File: config.mk
export PLATFORM = sky130hd
export DESIGN_NAME = pkt_gen_param_flat
export DESIGN_NICKNAME = d
export VERILOG_FILES = /design/src/rtl/pkt_gen_param_if.sv /design/src/rtl/pkt_gen_param.sv /design/src/flat_wrapper.sv
export SDC_FILE = /design/constraint.sdc
export NUM_CORES = 1
export LEC_CHECK = 0
export BUFFER_PORTS_ARGS = -buffer_cell sky130_fd_sc_hd__buf_2
export CORE_ASPECT_RATIO = 0.7
export CORE_UTILIZATION = 59
export CTS_BUF_LIST = sky130_fd_sc_hd__clkbuf_8
export CTS_CLUSTER_DIAMETER = 100
export DETAILED_ROUTE_END_ITERATION = 10
export PLACE_DENSITY = 0.94
export SLEW_MARGIN = 20
export SYNTH_ARGS = -nofsm -noshare
export SYNTH_HDL_FRONTEND = slang
export SYNTH_SLANG_ARGS = --single-unit
File: constraint.sdc
create_clock -name clk -period 2.9 [get_ports clk]
set_clock_uncertainty 0.2 [all_clocks]
set_input_delay 0.145 -clock clk [delete_from_list [all_inputs] [get_ports clk]]
set_output_delay 0.145 -clock clk [all_outputs]
set_load 0.02 [all_outputs]
File: src/rtl/pkt_gen_param_if.sv
// Bus between the packet generator and the router input port.
// Handshake: a word moves on a rising edge where packet_gen_valid=1 and stop_packet=0; while stop_packet=1 the word is held.
interface pkt_gen_param_if #(
    parameter int DATA_WIDTH = 8,
    parameter int SIZE_WIDTH = 4,
    parameter int CNT_WIDTH  = 8
);
    logic                  start_packet_gen;
    logic [DATA_WIDTH-1:0] srcid;
    logic [DATA_WIDTH-1:0] dstid;
    logic [SIZE_WIDTH-1:0] actual_size;
    logic                  stop_packet;
    logic [DATA_WIDTH-1:0] packet_gen_output;
    logic                  packet_gen_valid;
    logic                  packet_starting;
    logic                  packet_ending;
    logic                  busy;
    logic [CNT_WIDTH-1:0]  packets_sent;
    logic [2:0]            state_dbg;

    modport master (
        input  start_packet_gen, srcid, dstid, actual_size, stop_packet,
        output packet_gen_output, packet_gen_valid, packet_starting,
               packet_ending, busy, packets_sent, state_dbg
    );

    modport slave (
        output start_packet_gen, srcid, dstid, actual_size, stop_packet,
        input  packet_gen_output, packet_gen_valid, packet_starting,
               packet_ending, busy, packets_sent, state_dbg
    );
endinterface

File: src/rtl/pkt_gen_param.sv
// Framed packet transmitter: src, dst, len, payload, XOR parity, then an idle gap.
// All outputs come straight from flops; state is visible on bus.state_dbg.
module pkt_gen_param #(
    parameter int DATA_WIDTH   = 8,
    parameter int SIZE_WIDTH   = 4,
    parameter int MAX_PAYLOAD  = 7,
    parameter int PAYLOAD_MODE = 0,
    parameter int SEED         = 0,
    parameter int IFG_CYCLES   = 2,
    parameter int CNT_WIDTH    = 8
) (
    input  logic              clk,
    input  logic              rst,
    pkt_gen_param_if.master   bus
);
    localparam logic [2:0] IDLE = 3'd0;
    localparam logic [2:0] SRC  = 3'd1;
    localparam logic [2:0] DST  = 3'd2;
    localparam logic [2:0] LEN  = 3'd3;
    localparam logic [2:0] PAY  = 3'd4;
    localparam logic [2:0] PAR  = 3'd5;
    localparam logic [2:0] GAP  = 3'd6;

    localparam int GW = (IFG_CYCLES > 1) ? $clog2(IFG_CYCLES) : 1;
    localparam logic [GW-1:0]         GAP_LAST = GW'((IFG_CYCLES == 0) ? 0 : IFG_CYCLES - 1);
    localparam logic [SIZE_WIDTH-1:0] MAX_SZ   = SIZE_WIDTH'(MAX_PAYLOAD);
    localparam logic [DATA_WIDTH-1:0] SEED_V   = DATA_WIDTH'(SEED);

    logic [2:0]            state_q, state_d;
    logic [DATA_WIDTH-1:0] out_q, out_d;
    logic                  valid_q, valid_d;
    logic                  start_q, start_d;
    logic                  end_q, end_d;
    logic                  busy_q, busy_d;
    logic [CNT_WIDTH-1:0]  cnt_q, cnt_d;
    logic [DATA_WIDTH-1:0] pay_q, pay_d;
    logic [DATA_WIDTH-1:0] par_q, par_d;
    logic [GW-1:0]         gap_q, gap_d;
    logic [SIZE_WIDTH-1:0] size_q, size_d;
    logic [SIZE_WIDTH-1:0] rem_q, rem_d;
    logic [DATA_WIDTH-1:0] dst_q, dst_d;
    logic                  xfer;
    logic                  go;

    always_comb begin
        state_d = state_q;
        out_d   = out_q;
        valid_d = valid_q;
        start_d = start_q;
        end_d   = end_q;
        busy_d  = busy_q;
        cnt_d   = cnt_q;
        pay_d   = pay_q;
        par_d   = par_q;
        gap_d   = gap_q;
        size_d  = size_q;
        rem_d   = rem_q;
        dst_d   = dst_q;
        go      = 1'b0;
        xfer    = valid_q && !bus.stop_packet;

        case (state_q)
            IDLE: go = bus.start_packet_gen;
            SRC: if (xfer) begin
                state_d = DST;
                out_d   = dst_q;
                start_d = 1'b0;
                par_d   = par_q ^ out_q;
            end
            DST: if (xfer) begin
                state_d = LEN;
                out_d   = DATA_WIDTH'(size_q);
                par_d   = par_q ^ out_q;
            end
            LEN: if (xfer) begin
                par_d = par_q ^ out_q;
                if (size_q != '0) begin
                    state_d = PAY;
                    out_d   = pay_q;
                    rem_d   = size_q - 1'b1;
                end else begin
                    state_d = PAR;
                    out_d   = par_q ^ out_q;
                    end_d   = 1'b1;
                end
            end
            PAY: if (xfer) begin
                par_d = par_q ^ out_q;
                pay_d = pay_q + 1'b1;
                if (rem_q == '0) begin
                    state_d = PAR;
                    out_d   = par_q ^ out_q;
                    end_d   = 1'b1;
                end else begin
                    out_d = pay_q + 1'b1;
                    rem_d = rem_q - 1'b1;
                end
            end
            PAR: if (xfer) begin
                cnt_d   = cnt_q + 1'b1;
                valid_d = 1'b0;
                end_d   = 1'b0;
                out_d   = '0;
                if (IFG_CYCLES == 0) begin
                    state_d = IDLE;
                    busy_d  = 1'b0;
                    go      = bus.start_packet_gen;
                end else begin
                    state_d = GAP;
                    gap_d   = GAP_LAST;
                end
            end
            GAP: begin
                if (gap_q == '0) begin
                    state_d = IDLE;
                    busy_d  = 1'b0;
                    go      = bus.start_packet_gen;
                end else begin
                    gap_d = gap_q - 1'b1;
                end
            end
            default: state_d = IDLE;
        endcase

        // A held request launches the next packet without spending a cycle in IDLE.
        if (go) begin
            state_d = SRC;
            out_d   = bus.srcid;
            dst_d   = bus.dstid;
            size_d  = (bus.actual_size > MAX_SZ) ? MAX_SZ : bus.actual_size;
            valid_d = 1'b1;
            start_d = 1'b1;
            end_d   = 1'b0;
            busy_d  = 1'b1;
            par_d   = '0;
            if (PAYLOAD_MODE == 1) pay_d = SEED_V;
        end
    end

    always_ff @(posedge clk) begin
        if (rst) begin
            state_q <= IDLE;
            out_q   <= '0;
            valid_q <= 1'b0;
            start_q <= 1'b0;
            end_q   <= 1'b0;
            busy_q  <= 1'b0;
            cnt_q   <= '0;
            pay_q   <= SEED_V;
            par_q   <= '0;
            gap_q   <= '0;
            size_q  <= '0;
            rem_q   <= '0;
            dst_q   <= '0;
        end else begin
            state_q <= state_d;
            out_q   <= out_d;
            valid_q <= valid_d;
            start_q <= start_d;
            end_q   <= end_d;
            busy_q  <= busy_d;
            cnt_q   <= cnt_d;
            pay_q   <= pay_d;
            par_q   <= par_d;
            gap_q   <= gap_d;
            size_q  <= size_d;
            rem_q   <= rem_d;
            dst_q   <= dst_d;
        end
    end

    assign bus.packet_gen_output = out_q;
    assign bus.packet_gen_valid  = valid_q;
    assign bus.packet_starting   = start_q;
    assign bus.packet_ending     = end_q;
    assign bus.busy              = busy_q;
    assign bus.packets_sent      = cnt_q;
    assign bus.state_dbg         = state_q;
endmodule

File: src/flat_wrapper.sv
// flat-port wrapper written by rule: the top's interface ports become plain ports
module pkt_gen_param_flat 
#(
    parameter int DATA_WIDTH   = 8,
    parameter int SIZE_WIDTH   = 4,
    parameter int MAX_PAYLOAD  = 7,
    parameter int PAYLOAD_MODE = 0,
    parameter int SEED         = 0,
    parameter int IFG_CYCLES   = 2,
    parameter int CNT_WIDTH    = 8
)
  (clk, rst, bus_start_packet_gen, bus_srcid, bus_dstid, bus_actual_size, bus_stop_packet, bus_packet_gen_output, bus_packet_gen_valid, bus_packet_starting, bus_packet_ending, bus_busy, bus_packets_sent, bus_state_dbg);
  pkt_gen_param_if #(.DATA_WIDTH(DATA_WIDTH), .SIZE_WIDTH(SIZE_WIDTH), .CNT_WIDTH(CNT_WIDTH)) bus_i ();
  input  logic clk;
  input  logic rst;
  input wire logic [$bits(bus_i.start_packet_gen)-1:0] bus_start_packet_gen;
  input wire logic [$bits(bus_i.srcid)-1:0] bus_srcid;
  input wire logic [$bits(bus_i.dstid)-1:0] bus_dstid;
  input wire logic [$bits(bus_i.actual_size)-1:0] bus_actual_size;
  input wire logic [$bits(bus_i.stop_packet)-1:0] bus_stop_packet;
  output wire logic [$bits(bus_i.packet_gen_output)-1:0] bus_packet_gen_output;
  output wire logic [$bits(bus_i.packet_gen_valid)-1:0] bus_packet_gen_valid;
  output wire logic [$bits(bus_i.packet_starting)-1:0] bus_packet_starting;
  output wire logic [$bits(bus_i.packet_ending)-1:0] bus_packet_ending;
  output wire logic [$bits(bus_i.busy)-1:0] bus_busy;
  output wire logic [$bits(bus_i.packets_sent)-1:0] bus_packets_sent;
  output wire logic [$bits(bus_i.state_dbg)-1:0] bus_state_dbg;
  assign bus_i.start_packet_gen = bus_start_packet_gen;
  assign bus_i.srcid = bus_srcid;
  assign bus_i.dstid = bus_dstid;
  assign bus_i.actual_size = bus_actual_size;
  assign bus_i.stop_packet = bus_stop_packet;
  assign bus_packet_gen_output = bus_i.packet_gen_output;
  assign bus_packet_gen_valid = bus_i.packet_gen_valid;
  assign bus_packet_starting = bus_i.packet_starting;
  assign bus_packet_ending = bus_i.packet_ending;
  assign bus_busy = bus_i.busy;
  assign bus_packets_sent = bus_i.packets_sent;
  assign bus_state_dbg = bus_i.state_dbg;
  pkt_gen_param #(.DATA_WIDTH(DATA_WIDTH), .SIZE_WIDTH(SIZE_WIDTH), .MAX_PAYLOAD(MAX_PAYLOAD), .PAYLOAD_MODE(PAYLOAD_MODE), .SEED(SEED), .IFG_CYCLES(IFG_CYCLES), .CNT_WIDTH(CNT_WIDTH)) u_core (.clk(clk), .rst(rst), .bus(bus_i));
endmodule
==> results.py <==
metrics = {
    "setup_path": {
        "critPathMaxFanout": 22,
        "startpoint_type": "flip-flop",
        "worst_setup_path_end_kind": "flip-flop",
        "cpMostUsedCell": "nor3_1",
        "slowest_stage": "dfxtp_1",
        "cp.arrival_ns": 2.59,
        "reg2reg_slack_ns": 0.35,
        "reg2regPathDepth": 5,
        "critPathKind": "reg2reg",
        "worstPathRequired_ns": 2.94,
        "critical_path.cell_chain": "nor2_1 > o21ai_1 > nor3_1 > dlygate4sd3_1 > nor3_1",
        "max_stage_delay_ns": 0.79,
    },
    "power": {
        "p_leak_uw": 0.00133,
        "power.total_uw": 1570,
        "powerDensity_nw_per_um2": 442,
        "peakVddDrop_v": 0.000266,
    },
    "floorplanning": {
        "die_w_um": 87.6,
        "rows": 21,
        "start_util_pct": 62.2,
        "fp.dieH_um": 61.9,
        "num_io_pins": 47,
        "core_area_sq_um": 4860,
        "die_area_sq_um": 5420,
    },
    "logic_synthesis": {
        "syn_nets": 400,
        "synth_area_per_cell_sq_um": 8.11,
        "ys_warn_count": 0,
        "netlist_instances": 373,
        "yosys-top-cells-area": "dfxtp_1, nand2_1, xor2_1",
        "synth_edf_count": 0,
        "synth-seq-area-share_pct": 37.1,
        "syn-cell-area_sq_um": 3020,
        "synth_top_area_share_pct": 37.1,
        "ys_ff_latch": 56,
        "async_flop_share_pct": 0,
        "synth_top_area_cell": "dfxtp_1",
        "synthFlopType": "dfxtp_1",
        "synthDistinctLibCells": 62,
    },
    "timing": {
        "rsz0062_at_grt": "false",
        "max_freq_ghz": 0.392,
        "finalMaxSlewViolations": 0,
        "period_share_pct": 88.0,
        "finalHoldViolCount": 0,
        "worst_pin_slew_ns": 0.876,
        "fin_crit_ns": 2.55,
        "tns_ns": 0,
        "slew_headroom_pct": 41.1,
        "fin_ws_ns": 0.349,
        "setup_viol": 0,
    },
    "final_layout": {
        "nets": 453,
        "drive_above_1_share_pct": 16.9,
        "final_util_pct": 72.9,
        "num_antenna_cells": 0,
        "design_area_sq_um": 3540,
        "syn_to_final_growth_pct": 17.2,
    },
    "clock_network": {
        "cts_resized": 0,
        "clockRootBuffer": "clkbuf_8",
        "clk_pin_slew_worst_paths_ns": 0.10,
        "cts.hold.buffers_added": 15,
        "cts_buffers": 5,
        "htreeDepth": 2,
        "post_cts_buffers": 0,
        "clock-sinks": 56,
        "cts_buffer_depth": 2,
        "cts_tree": "built",
        "clk_latency_ns": 0.32,
    },
    "grt": {
        "antenna_found_initial": 0,
        "grt_overflow_total": 0,
        "track_usage_pct": 31.1,
        "grt_max_degree": 27,
        "grt_pass1_vias": 2576,
        "grt_pass1_wl_mm": 12.7,
    },
    "route": {
        "routedWlPerCell_um": 16.2,
        "routed_wl_mm": 8.04,
        "firstDrtPassIters": 6,
        "ant_nets": 0,
        "vias": 3003,
        "drtIter0Drc": 310,
        "drc": 0,
        "vias_per_cell": 6.05,
    },
    "hold_path": {
        "hold_path_class": "in2reg",
        "holdPathStages": 4,
    },
    "placed_design": {
        "gp_congestion": 0.956,
        "dpl.hpwl_mm": 5.43,
        "postPlaceCellArea_sq_um": 3280,
        "portBuffers": 46,
        "pre_cts_slack_ns": 0.482,
    },
    "outcome": {
        "status": "finished clean",
    },
    "flow_run": {
        "maxCapViolCount": 0,
    },
}
cell usage after synthesis (all sizes together) (2+ instances only):
cell and count:
nor3 18, a22o 5, nor4 4, xor2 21
clkbuf 7, a211oi 4, or4 3, mux2i 4
o211ai 2, nor2 45, o21a 2, o31ai 2
inv 5, nand3 11, or3 3, xnor2 13
o22ai 2, and3b 2, nand2b 5, a21oi 30
nand2 52, nor2b 5, and3 4, dfxtp 56
a221oi 3, nand3b 2, a22oi 2, a31oi 5
buf 13, nand4 2, o221ai 2, o21ai 20
o21bai 2, ha 3
logic make-up (layout without fill, tap and decap cells):
logic type	Yosys count	count (layout)	synth area share [%]
mux	5	5	1.70
simple gates	159	159	26.1
compound gates	91	91	20.1
buf+inv	25	79	3.93
fa+ha+maj	3	3	1.24
xor+xnor	34	34	9.85
flops	56	56	37.1
per-stage QoR:
step	instances	hold WS, ns
floorplan	373	0.0810
global route	496	0.0633
CTS	496	0.0363
detailed placement	473	0.200
finish	496	0.0448
global placement	473	0.185
worst max-delay path: cells and delay by family, from the launching register on:
family,cells,cell delay [ns]
compound gates,1,0.51
buf+inv,1,0.58
flops,1,0.79
simple gates,3,0.40
final timing paths:
| check | startpoint | endpoint |
|---|---|---|
| max | u_core.bus.state_dbg[1] | u_core.size_q[2] |
| min | bus_srcid[5] | u_core.bus.packet_gen_output[5] |
| max reg2reg | u_core.bus.state_dbg[1] | u_core.size_q[2] |
| min reg2reg | u_core.dst_q[6] | u_core.dst_q[6] |
cell type report:
class	instances	area, sq um
sequential	56	1120
tap	69	86.3
clock inverter	3	46.3
timing repair buffer	66	418
clock buffer	5	68.8
multi-input combinational	292	1780
inverter	5	18.8
fill	352	1320
power by group:
part | internal, uW | total [uW] | switching (uW) | leakage (uW)
clock network | 261 | 530 | 270 | 0.0000548
registers | 794 | 830 | 36.4 | 0.000455
logic | 85.7 | 207 | 121 | 0.000818
total | 1140 | 1570 | 427 | 0.00133
metal layers:
layer,GRT usage [%],vias up,part of all wire [%]
li1,-,1421,-
met1,43.0,1410,44
met2,50.8,157,46
met3,5.42,15,8.7
met4,8.90,0,1.2
met5,0,-,0
registers in the layout, indices dropped and copies added, names as in the netlist:
name                          count
u_core.gap_q                      1
u_core.bus.packets_sent           8
u_core.bus.packet_starting        1
u_core.rem_q                      4
u_core.dst_q                      8
u_core.pay_q                      8
u_core.bus.packet_gen_valid       1
u_core.bus.state_dbg              3
u_core.size_q                     4
u_core.bus.packet_gen_output      8
u_core.bus.busy                   1
u_core.par_q                      8
u_core.bus.packet_ending          1
placed cells by master (no fill, tap or decap), types with 3 or more instances in the layout:
master         synthesis  layout
a31oi_1                5       5
ha_1                   3       3
o21ai_0               14      14
clkbuf_8               0       5
nor3_1                17      17
mux2i_1                4       4
a21oi_1               30      30
nor2b_1                5       5
xnor2_1               13      13
nand2_1               51      51
and3_1                 4       4
inv_1                  5       5
xor2_1                21      21
or3_1                  3       3
nand2b_1               5       5
buf_4                  2       5
o21ai_1                6       6
dfxtp_1               56      56
a211oi_1               3       3
nand3_1               11      11
a22o_1                 5       5
buf_2                  8      46
nor2_1                44      44
dlygate4sd3_1          0      15
a221oi_1               3       3
No activity file was read; power rests on OpenSTA's default activity.
